### src/rtl/jump_motion_if.sv
// Ball motion bus: keyboard/position inputs and per-frame motion outputs.
// master drives key and ball state, slave produces motion and jump state.
interface jump_motion_if;
    logic [15:0] key;
    logic [9:0]  ball_x;
    logic [9:0]  ball_y;
    logic [9:0]  ball_s;
    logic [9:0]  motion_x;
    logic [9:0]  motion_y;
    logic [1:0]  jstate;
    logic        airborne;

    modport master (
        output key, ball_x, ball_y, ball_s,
        input  motion_x, motion_y, jstate, airborne
    );

    modport slave (
        input  key, ball_x, ball_y, ball_s,
        output motion_x, motion_y, jstate, airborne
    );
endinterface

### src/rtl/jump_motion_ctrl.sv
// Per-frame ball motion sequencer: walk, jump rise, apex hold, fall.
// Stops are exact because motion is computed from the datapath's next position.
module jump_motion_ctrl #(
    parameter int          X_MIN       = 0,
    parameter int          X_MAX       = 639,
    parameter int          Y_MAX       = 479,
    parameter int          STEP        = 1,
    parameter int          JUMP_HEIGHT = 100,
    parameter int          APEX_FRAMES = 4,
    parameter logic [15:0] KEY_UP      = 16'h001A,
    parameter logic [15:0] KEY_LEFT    = 16'h0004,
    parameter logic [15:0] KEY_RIGHT   = 16'h0007
) (
    input logic          frame_clk,
    input logic          Reset,
    jump_motion_if.slave bus
);

    localparam logic [1:0] GROUND = 2'd0;
    localparam logic [1:0] RISE   = 2'd1;
    localparam logic [1:0] APEX   = 2'd2;
    localparam logic [1:0] FALL   = 2'd3;

    localparam logic signed [10:0] ZERO_S = 11'sd0;
    localparam logic signed [10:0] XMIN_S = 11'(X_MIN);
    localparam logic signed [10:0] XMAX_S = 11'(X_MAX);
    localparam logic signed [10:0] YMAX_S = 11'(Y_MAX);
    localparam logic signed [10:0] STEP_S = 11'(STEP);
    localparam logic signed [10:0] JH_S   = 11'(JUMP_HEIGHT);
    localparam logic [7:0]         APEX_INIT = 8'(APEX_FRAMES - 1);

    logic [1:0]         jstate_q;
    logic [1:0]         jstate_d;
    logic [15:0]        prev_key;
    logic [7:0]         apex_cnt_q;
    logic [7:0]         apex_cnt_d;
    logic [9:0]         mx_q;
    logic [9:0]         mx_d;
    logic [9:0]         my_q;
    logic [9:0]         my_d;
    logic signed [10:0] top_q;
    logic signed [10:0] top_d;

    logic signed [10:0] bx;
    logic signed [10:0] by;
    logic signed [10:0] bs;
    logic signed [10:0] px;
    logic signed [10:0] py;
    logic signed [10:0] room_l;
    logic signed [10:0] room_r;
    logic signed [10:0] top_new;
    logic signed [10:0] land_gap;
    logic               jump_edge;

    // Distance limited to [0, STEP]; negative room means no movement.
    function automatic logic signed [10:0] clamp_step(
        input logic signed [10:0] v
    );
        logic signed [10:0] r;
        if (v[10] || v == ZERO_S)
            r = ZERO_S;
        else if (v < STEP_S)
            r = v;
        else
            r = STEP_S;
        return r;
    endfunction

    assign bx = $signed({1'b0, bus.ball_x});
    assign by = $signed({1'b0, bus.ball_y});
    assign bs = $signed({1'b0, bus.ball_s});
    assign px = bx + $signed({mx_q[9], mx_q});
    assign py = by + $signed({my_q[9], my_q});

    always_comb begin
        jump_edge  = (bus.key == KEY_UP) && (prev_key != KEY_UP);
        room_l     = px - bs - XMIN_S;
        room_r     = XMAX_S - bs - px;
        land_gap   = YMAX_S - bs - py;
        top_new    = py - JH_S;
        if (top_new < bs)
            top_new = bs;

        mx_d = '0;
        unique case (1'b1)
            (bus.key == KEY_LEFT):  mx_d = 10'(ZERO_S - clamp_step(room_l));
            (bus.key == KEY_RIGHT): mx_d = 10'(clamp_step(room_r));
            default:                mx_d = '0;
        endcase

        jstate_d   = jstate_q;
        my_d       = '0;
        top_d      = top_q;
        apex_cnt_d = apex_cnt_q;
        unique case (jstate_q)
            GROUND: begin
                if (jump_edge) begin
                    top_d    = top_new;
                    jstate_d = RISE;
                    my_d     = 10'(ZERO_S - clamp_step(py - top_new));
                end
            end
            RISE: begin
                if (py - STEP_S <= top_q) begin
                    my_d       = 10'(top_q - py);
                    jstate_d   = APEX;
                    apex_cnt_d = APEX_INIT;
                end else begin
                    my_d = 10'(ZERO_S - STEP_S);
                end
            end
            APEX: begin
                apex_cnt_d = apex_cnt_q - 8'd1;
                if (apex_cnt_q == '0) begin
                    jstate_d = FALL;
                    my_d     = 10'(STEP_S);
                end
            end
            FALL: begin
                if (py + bs + STEP_S >= YMAX_S) begin
                    jstate_d = GROUND;
                    my_d     = land_gap[10] ? '0 : 10'(land_gap);
                end else begin
                    my_d = 10'(STEP_S);
                end
            end
            default: begin
                jstate_d = FALL;
            end
        endcase
    end

    // Reset into FALL so a ball left mid-air settles onto the floor.
    always_ff @(posedge frame_clk or posedge Reset) begin
        if (Reset) begin
            jstate_q   <= FALL;
            prev_key   <= '0;
            apex_cnt_q <= '0;
            mx_q       <= '0;
            my_q       <= '0;
            top_q      <= '0;
        end else begin
            jstate_q   <= jstate_d;
            prev_key   <= bus.key;
            apex_cnt_q <= apex_cnt_d;
            mx_q       <= mx_d;
            my_q       <= my_d;
            top_q      <= top_d;
        end
    end

    assign bus.motion_x = mx_q;
    assign bus.motion_y = my_q;
    assign bus.jstate   = jstate_q;
    assign bus.airborne = (jstate_q != GROUND);

endmodule

### src/flat_wrapper.sv
// flat-port wrapper written by rule: the top's interface ports become plain ports
module jump_motion_ctrl_flat 
#(
    parameter int          X_MIN       = 0,
    parameter int          X_MAX       = 639,
    parameter int          Y_MAX       = 479,
    parameter int          STEP        = 1,
    parameter int          JUMP_HEIGHT = 100,
    parameter int          APEX_FRAMES = 4,
    parameter logic [15:0] KEY_UP      = 16'h001A,
    parameter logic [15:0] KEY_LEFT    = 16'h0004,
    parameter logic [15:0] KEY_RIGHT   = 16'h0007
)
  (frame_clk, Reset, bus_key, bus_ball_x, bus_ball_y, bus_ball_s, bus_motion_x, bus_motion_y, bus_jstate, bus_airborne);
  jump_motion_if bus_i ();
  input logic frame_clk;
  input logic Reset;
  input wire logic [$bits(bus_i.key)-1:0] bus_key;
  input wire logic [$bits(bus_i.ball_x)-1:0] bus_ball_x;
  input wire logic [$bits(bus_i.ball_y)-1:0] bus_ball_y;
  input wire logic [$bits(bus_i.ball_s)-1:0] bus_ball_s;
  output wire logic [$bits(bus_i.motion_x)-1:0] bus_motion_x;
  output wire logic [$bits(bus_i.motion_y)-1:0] bus_motion_y;
  output wire logic [$bits(bus_i.jstate)-1:0] bus_jstate;
  output wire logic [$bits(bus_i.airborne)-1:0] bus_airborne;
  assign bus_i.key = bus_key;
  assign bus_i.ball_x = bus_ball_x;
  assign bus_i.ball_y = bus_ball_y;
  assign bus_i.ball_s = bus_ball_s;
  assign bus_motion_x = bus_i.motion_x;
  assign bus_motion_y = bus_i.motion_y;
  assign bus_jstate = bus_i.jstate;
  assign bus_airborne = bus_i.airborne;
  jump_motion_ctrl #(.X_MIN(X_MIN), .X_MAX(X_MAX), .Y_MAX(Y_MAX), .STEP(STEP), .JUMP_HEIGHT(JUMP_HEIGHT), .APEX_FRAMES(APEX_FRAMES), .KEY_UP(KEY_UP), .KEY_LEFT(KEY_LEFT), .KEY_RIGHT(KEY_RIGHT)) u_core (.frame_clk(frame_clk), .Reset(Reset), .bus(bus_i));
endmodule
### config.mk
export PLATFORM = sky130hd
export DESIGN_NAME = jump_motion_ctrl_flat
export DESIGN_NICKNAME = d
export VERILOG_FILES = /design/src/rtl/jump_motion_if.sv /design/src/rtl/jump_motion_ctrl.sv /design/src/flat_wrapper.sv
export SDC_FILE = /design/constraint.sdc
export NUM_CORES = 1
export LEC_CHECK = 0
export ABC_AREA = 1
export CORE_MARGIN = 10
export CORE_UTILIZATION = 60
export DETAILED_ROUTE_END_ITERATION = 7
export GPL_TIMING_DRIVEN = 0
export PLACE_DENSITY = 0.84
export SYNTH_ARGS = -nofsm -noshare
export SYNTH_HDL_FRONTEND = slang
export SYNTH_SLANG_ARGS = --single-unit
### constraint.sdc
create_clock -name frame_clk -period 7.9 [get_ports frame_clk]
set_input_delay 1.58 -clock frame_clk [delete_from_list [all_inputs] [get_ports frame_clk]]
set_output_delay 1.58 -clock frame_clk [all_outputs]
set_load 0.05 [all_outputs]
# == Word level (Yosys, flattened, before mapping) ==
# Cells that the tools add are included.
# op_classes
add_sub_neg,16
order_cmp,6
n_eq_ne,11
n_mux,24
reduce_logical,14
# op_table
op,count
$mux W10,13
$sub A11 B11 Y11,4
$pmux W10 S4,1
$logic_not A11 Y1,3
$lt A11 B2 Y1 const B,3
$eq A16 B3 Y1 const B,2
$add A11 B10 Y11,2
$pmux W10 S2,1
$sub A1 B10 Y10 const A,2
$eq A16 B5 Y1 const B,1
$ne A16 B5 Y1 const B,1
$pmux W8 S2,1
$add A11 B11 Y11,1
$add A11 B2 Y11 const B,1
$ge A11 B10 Y1 const B,1
$le A11 B11 Y1,1
$lt A11 B11 Y1,1
$mux W11,1
$sub A10 B10 Y11 const A,1
$sub A11 B2 Y11 const B,1
$sub A11 B8 Y11 const B,1
$sub A9 B10 Y11 const A,1
$sub A10 B10 Y10,1
$logic_not A8 Y1,1
other kinds (14),25
# word_totals
reg_bits,57
in_bits,48
output_inout_bits,23
wordCells,77

# == Longest topological paths before layout ==
# logic_depth
word_depth,13
ltp_mapped,46

# == Worst setup path before layout ==
# Ideal clock, no wire load.
# synth_timing
kind,input to register
startpoint,input bus_ball_y[0]
endpoint,register u_core.my_q[1] (netlist: u_core.bus.motion_y[1])
arrival_time_ns,6.939
t_required_ns,7.783
setup_slack_ns,0.845
path_stages,40
path_buffers,3
cell_sequence,ha_1 > inv_1 > fa_1 > inv_1 > nand2_1 > nand2_2 > ha_1 > nand2_2 > nand2_1 > nand2_1 > nand2_1 > inv_1 > ha_1 > a21oi_1 > o221ai_1 > nand3_1 > nand2_1 > a211oi_1 > (+4 left out) > nand2_1 > o21ai_0 > ha_1 > inv_1 > fa_1 > a21oi_1 > nand2_1 > a22o_1 > a21oi_1 > nand2_1 > a21oi_1 > nand2_1 > nor2_1 > nand2_1 > nand2_1 > ha_1 > nand2_1 > nand2_1
# synth_between
elab_chain_len,13
# synth_lines
item,line,rtl
start: declaration,flat_wrapper.sv:20,input wire logic [$bits(bus_i.ball_y)-1:0] bus_ball_y;
$add A11 B10 Y11 *,jump_motion_ctrl.sv:73,"assign py = by + $signed({my_q[9], my_q});"
$sub A11 B8 Y11 *,jump_motion_ctrl.sv:80,top_new = py - JH_S;
$lt A11 B11 Y1,jump_motion_ctrl.sv:81,if (top_new < bs)
$mux W11 *,jump_motion_ctrl.sv:81,
via u_core.top_new[0],jump_motion_ctrl.sv:51,logic signed [10:0] top_new;
$sub A11 B11 Y11 *,jump_motion_ctrl.sv:100,my_d = 10'(ZERO_S - clamp_step(py - top_new));
$lt A11 B2 Y1 / $logic_not A11 Y1 (equally long branches),"jump_motion_ctrl.sv:62, jump_motion_ctrl.sv:60",
$mux W10 / $logic_or A1 B1 Y1 (equally long branches),"jump_motion_ctrl.sv:62, jump_motion_ctrl.sv:60",
$mux W10 *,jump_motion_ctrl.sv:60,if (v[10] || v == ZERO_S)
$mux W10 *,jump_motion_ctrl.sv:97,if (jump_edge) begin
$mux W10 *,jump_motion_ctrl.sv:95,unique case (jstate_q)
$sub A1 B10 Y10 *,jump_motion_ctrl.sv:100,
$mux W10 *,jump_motion_ctrl.sv:97,
$pmux W10 S4 *,jump_motion_ctrl.sv:95,
via u_core.my_d[1],jump_motion_ctrl.sv:40,logic [9:0] my_d;
end signal: assignment,jump_motion_ctrl.sv:147,my_q <= my_d;
end: declaration,jump_motion_ctrl.sv:39,logic [9:0] my_q;
# Mark *: on every way through the listed nets, which the timed path passes. The rest lies on a longest branch. The select of a mux whose other input is x is not followed.
# A chain may end at the register's enable or synchronous reset.

# == Worst setup path in the final report ==
# layout_timing
startpoint,input bus_ball_y[0]
endpoint,register u_core.my_q[2] (netlist: u_core.bus.motion_y[2])
# The elaborated chain is that of the path after synthesis.

==> out/results.txt <==
outcome = completed
number of synthesized register bits = 57
R2R depth = 37
non-filler cells, final = 1,312
first-pass detailed-route iteration total = 6
Layout Skew = 6.664 ps
Placement Cell Area = 0.008362 mm2
row cnt = 40
Sw Ratio = 56.95%
FF-to-FF setup slack = 1850 ps
clock sink count = 57
Max Fclk = 0.1349 GHz
most used cell, CP = nand2_1
total CTS buffers = 9
number of synthesized flops with an enable pin = 0
CP endpoint kind = flip-flop
fin crit period = 7414 ps
DPL Wire Length = 15,680 um
WP data arrival = 7620 ps
hold endpoint = u_core.apex_cnt_q[0]
r2r startpoint = u_core.bus.motion_y[2]
Routed WL per cell = 14.37 um
# setup viols final = 0
Cells after Synth = 1,054
Final Cell Area = 0.008708 mm2
CTS Hold Bufs = 0
Hold Path Class = flip-flop to flip-flop
Pleak = 4.608 nW
synth warn = 0
die area = 0.01723 mm2
Clock Pin Slew Worst Setup and Hold Paths = 60 ps
# diodes = 0
via count = 7,141
initial antenna violation count = 0
Post-Route WL = 18,850 um
Clock Tree Buf Depth = 2
hold_sp = u_core.apex_cnt_q[0]
CTS root buf = clkbuf_16
slew at the pin closest to its max-slew limit = 636.2 ps
Cell variety after synth = 58
final worst path period share = 93.85%
sequential share of power = 9.4%
critical path depth in cells = 40
CP Buf/Inv Count = 7
IO Count = 71
part of the Yosys area used for sequential elements = 19.24%
number of port buffers = 70
Post-synth top flop = dfrtp_1
CP required = 8110 ps
Max VDD drop = 0.0002530 V
max cap viols = 0
largest net degree at the start of global routing = 32
CP max-delay cell = clkdlybuf4s50_1
RD Place Congestion = 0.9925
via/cell ratio = 5.443
slew margin rel. = 57.52%
initial core utilization = 61.58%
P_sw = 0.002238 W
Die Ht = 131.3 um
Power Dens Cells = 451.3 mW/mm2
Iteration-0 DRC Markers = 529
gr ovfl total = 0
clock network power share = 9.6%
combinational share of power = 81.0%
Post-route DRC = 0
slowest stage delay, CP = 480 ps
Clock Latency Late Sink = 340 ps
RSZ-0062 raised after global routing = false
Final Total Pwr = 0.003930 W
worst flop-to-flop path endpoint = u_core.bus.motion_y[2]
Internal = 0.001692 W
Crit Path Max Fanout = 27
first-pass GRT wire length = 31,490 um
layout cell share with drive strength beyond 1 = 8.304%
GRT Util Overall = 21.39%
placed insts = 1,294
Die Wd = 131.3 um
Final ANT Viol Nets = 0
asr flop ratio synth = 100.0%
Area growth, synth to finish = 17.25%
Hold Worst Slack = 494.7 ps
final slew viol count = 0
startpoint types = input pin
Mean Syn Cell Area = 7.047 um2
Core ar. = 0.01206 mm2
Syn Std Cell Area = 0.007427 mm2
H-tree lvl count = 3
CTS tree = yes
Hold Fails Final Rpt = 0
hold depth = 1
WS Path Type = input pin to flip-flop
vias in the first global route = 6,892
Total Nets Final = 1,315
Worst path top cell family by delay = adder cells
## cell usage after synthesis (2+ instances only)
cell / instances / area [um2]
a211oi_1: 2 / 15.01
a21o_1: 4 / 30.03
a21oi_1: 62 / 310.3
a21oi_2: 3 / 26.28
a31o_2: 2 / 17.52
a31oi_1: 8 / 50.05
buf_2: 2 / 10.01
buf_6: 2 / 22.52
clkbuf_1: 3 / 11.26
dfrtp_1: 55 / 1376
dfstp_2: 2 / 52.55
fa_1: 11 / 220.2
ha_1: 117 / 1464
inv_1: 187 / 701.9
inv_2: 2 / 7.510
nand2_1: 246 / 923.4
nand2_2: 19 / 118.9
nand2_4: 6 / 67.56
nand3_1: 51 / 255.2
nand3_2: 6 / 60.06
nand3_4: 2 / 35.03
nand3b_1: 7 / 52.55
nand4_1: 17 / 106.4
nor2_1: 66 / 247.7
nor2_2: 2 / 12.51
nor3_1: 8 / 40.04
nor4_1: 11 / 68.82
o211ai_1: 11 / 82.58
o211ai_2: 3 / 37.54
o21ai_0: 46 / 230.2
o21ai_1: 3 / 15.01
o21bai_1: 7 / 52.55
o221ai_1: 3 / 26.28
o31ai_1: 3 / 22.52
or2_2: 8 / 50.05
xnor2_1: 12 / 105.1
xor2_1: 34 / 297.8
## power groups by stage
| stage | logic, W | clock network [W] | registers [W] |
|---|---|---|---|
| after detailed placement | 0.00307 | 0 | 0.000375 |
| after floorplan | 0.00233 | 0 | 0.000443 |
| final | 0.00318 | 0.000376 | 0.000370 |
| after global placement | 0.00299 | 0 | 0.000374 |
| after global routing | 0.00359 | 0.000393 | 0.000377 |
| after CTS | 0.00307 | 0.000380 | 0.000370 |
## how the worst max path moves through the flow
stage,from,end
3_5_place_dp,bus_ball_y[0],u_core.bus.motion_y[2]
6_report,bus_ball_y[0],u_core.bus.motion_y[2]
4_1_cts,bus_ball_y[0],u_core.bus.motion_y[2]
2_1_floorplan,bus_ball_y[0],u_core.bus.motion_y[1]
3_3_place_gp,bus_ball_y[0],u_core.bus.motion_y[2]
5_1_grt,bus_ball_y[0],u_core.bus.motion_y[2]
## cell families after synthesis
logic type	share of synthesized area, %
flip-flops	19.24
XOR/XNOR	6.014
AND/OR/NAND/NOR	28.44
adder cells (fa/ha/maj)	22.68
buffers and inverters	10.33
other	0.05049
AO/OA/AOI/OAI	13.26
## routing by layer
metal | vias up | global-route usage (%) | share of wire, %
met5 | - | 0 | 0
met2 | 223 | 37.11 | 48
met4 | 0 | 7.540 | 3.0
met1 | 3262 | 25.22 | 43
li1 | 3610 | - | -
met3 | 46 | 4.954 | 6.6
## flip-flops by register name (all words and copies together) (netlist names)
register	cells
u_core.bus.motion_x	10
u_core.bus.jstate	2
u_core.apex_cnt_q	8
u_core.prev_key	16
u_core.top_q	11
u_core.bus.motion_y	10
## cell type report
class	count	area (um2)
Fill cell	993	3353
Sequential cell	57	1429
Timing Repair Buffer	75	750.7
Buffer	6	42.54
Multi-Input combinational cell	799	5270
Clock inverter	7	61.31
Clock buffer	9	225.2
Tap cell	168	210.2
Inverter	191	719.4
## metrics by stage
step | TNS (ps) | worst slack, ps | utilization (%)
6_report | 0 | 486.2 | 72.20
5_1_grt | 0 | 2.886 | 72.20
4_1_cts | 0 | 168.3 | 71.66
3_5_place_dp | -6143 | -760.8 | 69.33
3_3_place_gp | -5037 | -644.5 | 69.16
2_1_floorplan | 0 | 844.5 | -
## placed cells by master, fill, tap and decap left out, types with 7 or more instances in the layout
master | synthesis | final
nand3_1 | 51 | 51
clkbuf_16 | 0 | 9
or2_2 | 8 | 8
o21bai_1 | 7 | 7
a21oi_1 | 62 | 62
nor3_1 | 8 | 8
a31oi_1 | 8 | 8
nor4_1 | 11 | 11
xnor2_1 | 12 | 12
clkdlybuf4s50_1 | 0 | 70
nand4_1 | 17 | 17
nor2_1 | 66 | 66
nand2_2 | 19 | 18
inv_1 | 187 | 186
nand2_4 | 6 | 7
fa_1 | 11 | 11
ha_1 | 117 | 115
nand3b_1 | 7 | 7
o21ai_0 | 46 | 43
nand2_1 | 246 | 246
o211ai_1 | 11 | 11
dfrtp_1 | 55 | 55
xor2_1 | 34 | 34
## repair_timing
item,4_1_cts,5_1_grt
endpoints found under the setup margin,10,10
setup buffers,0,4
gates resized for setup,2,10
pin swaps,0,1
Note: power is estimated with default switching activity, not from simulation.
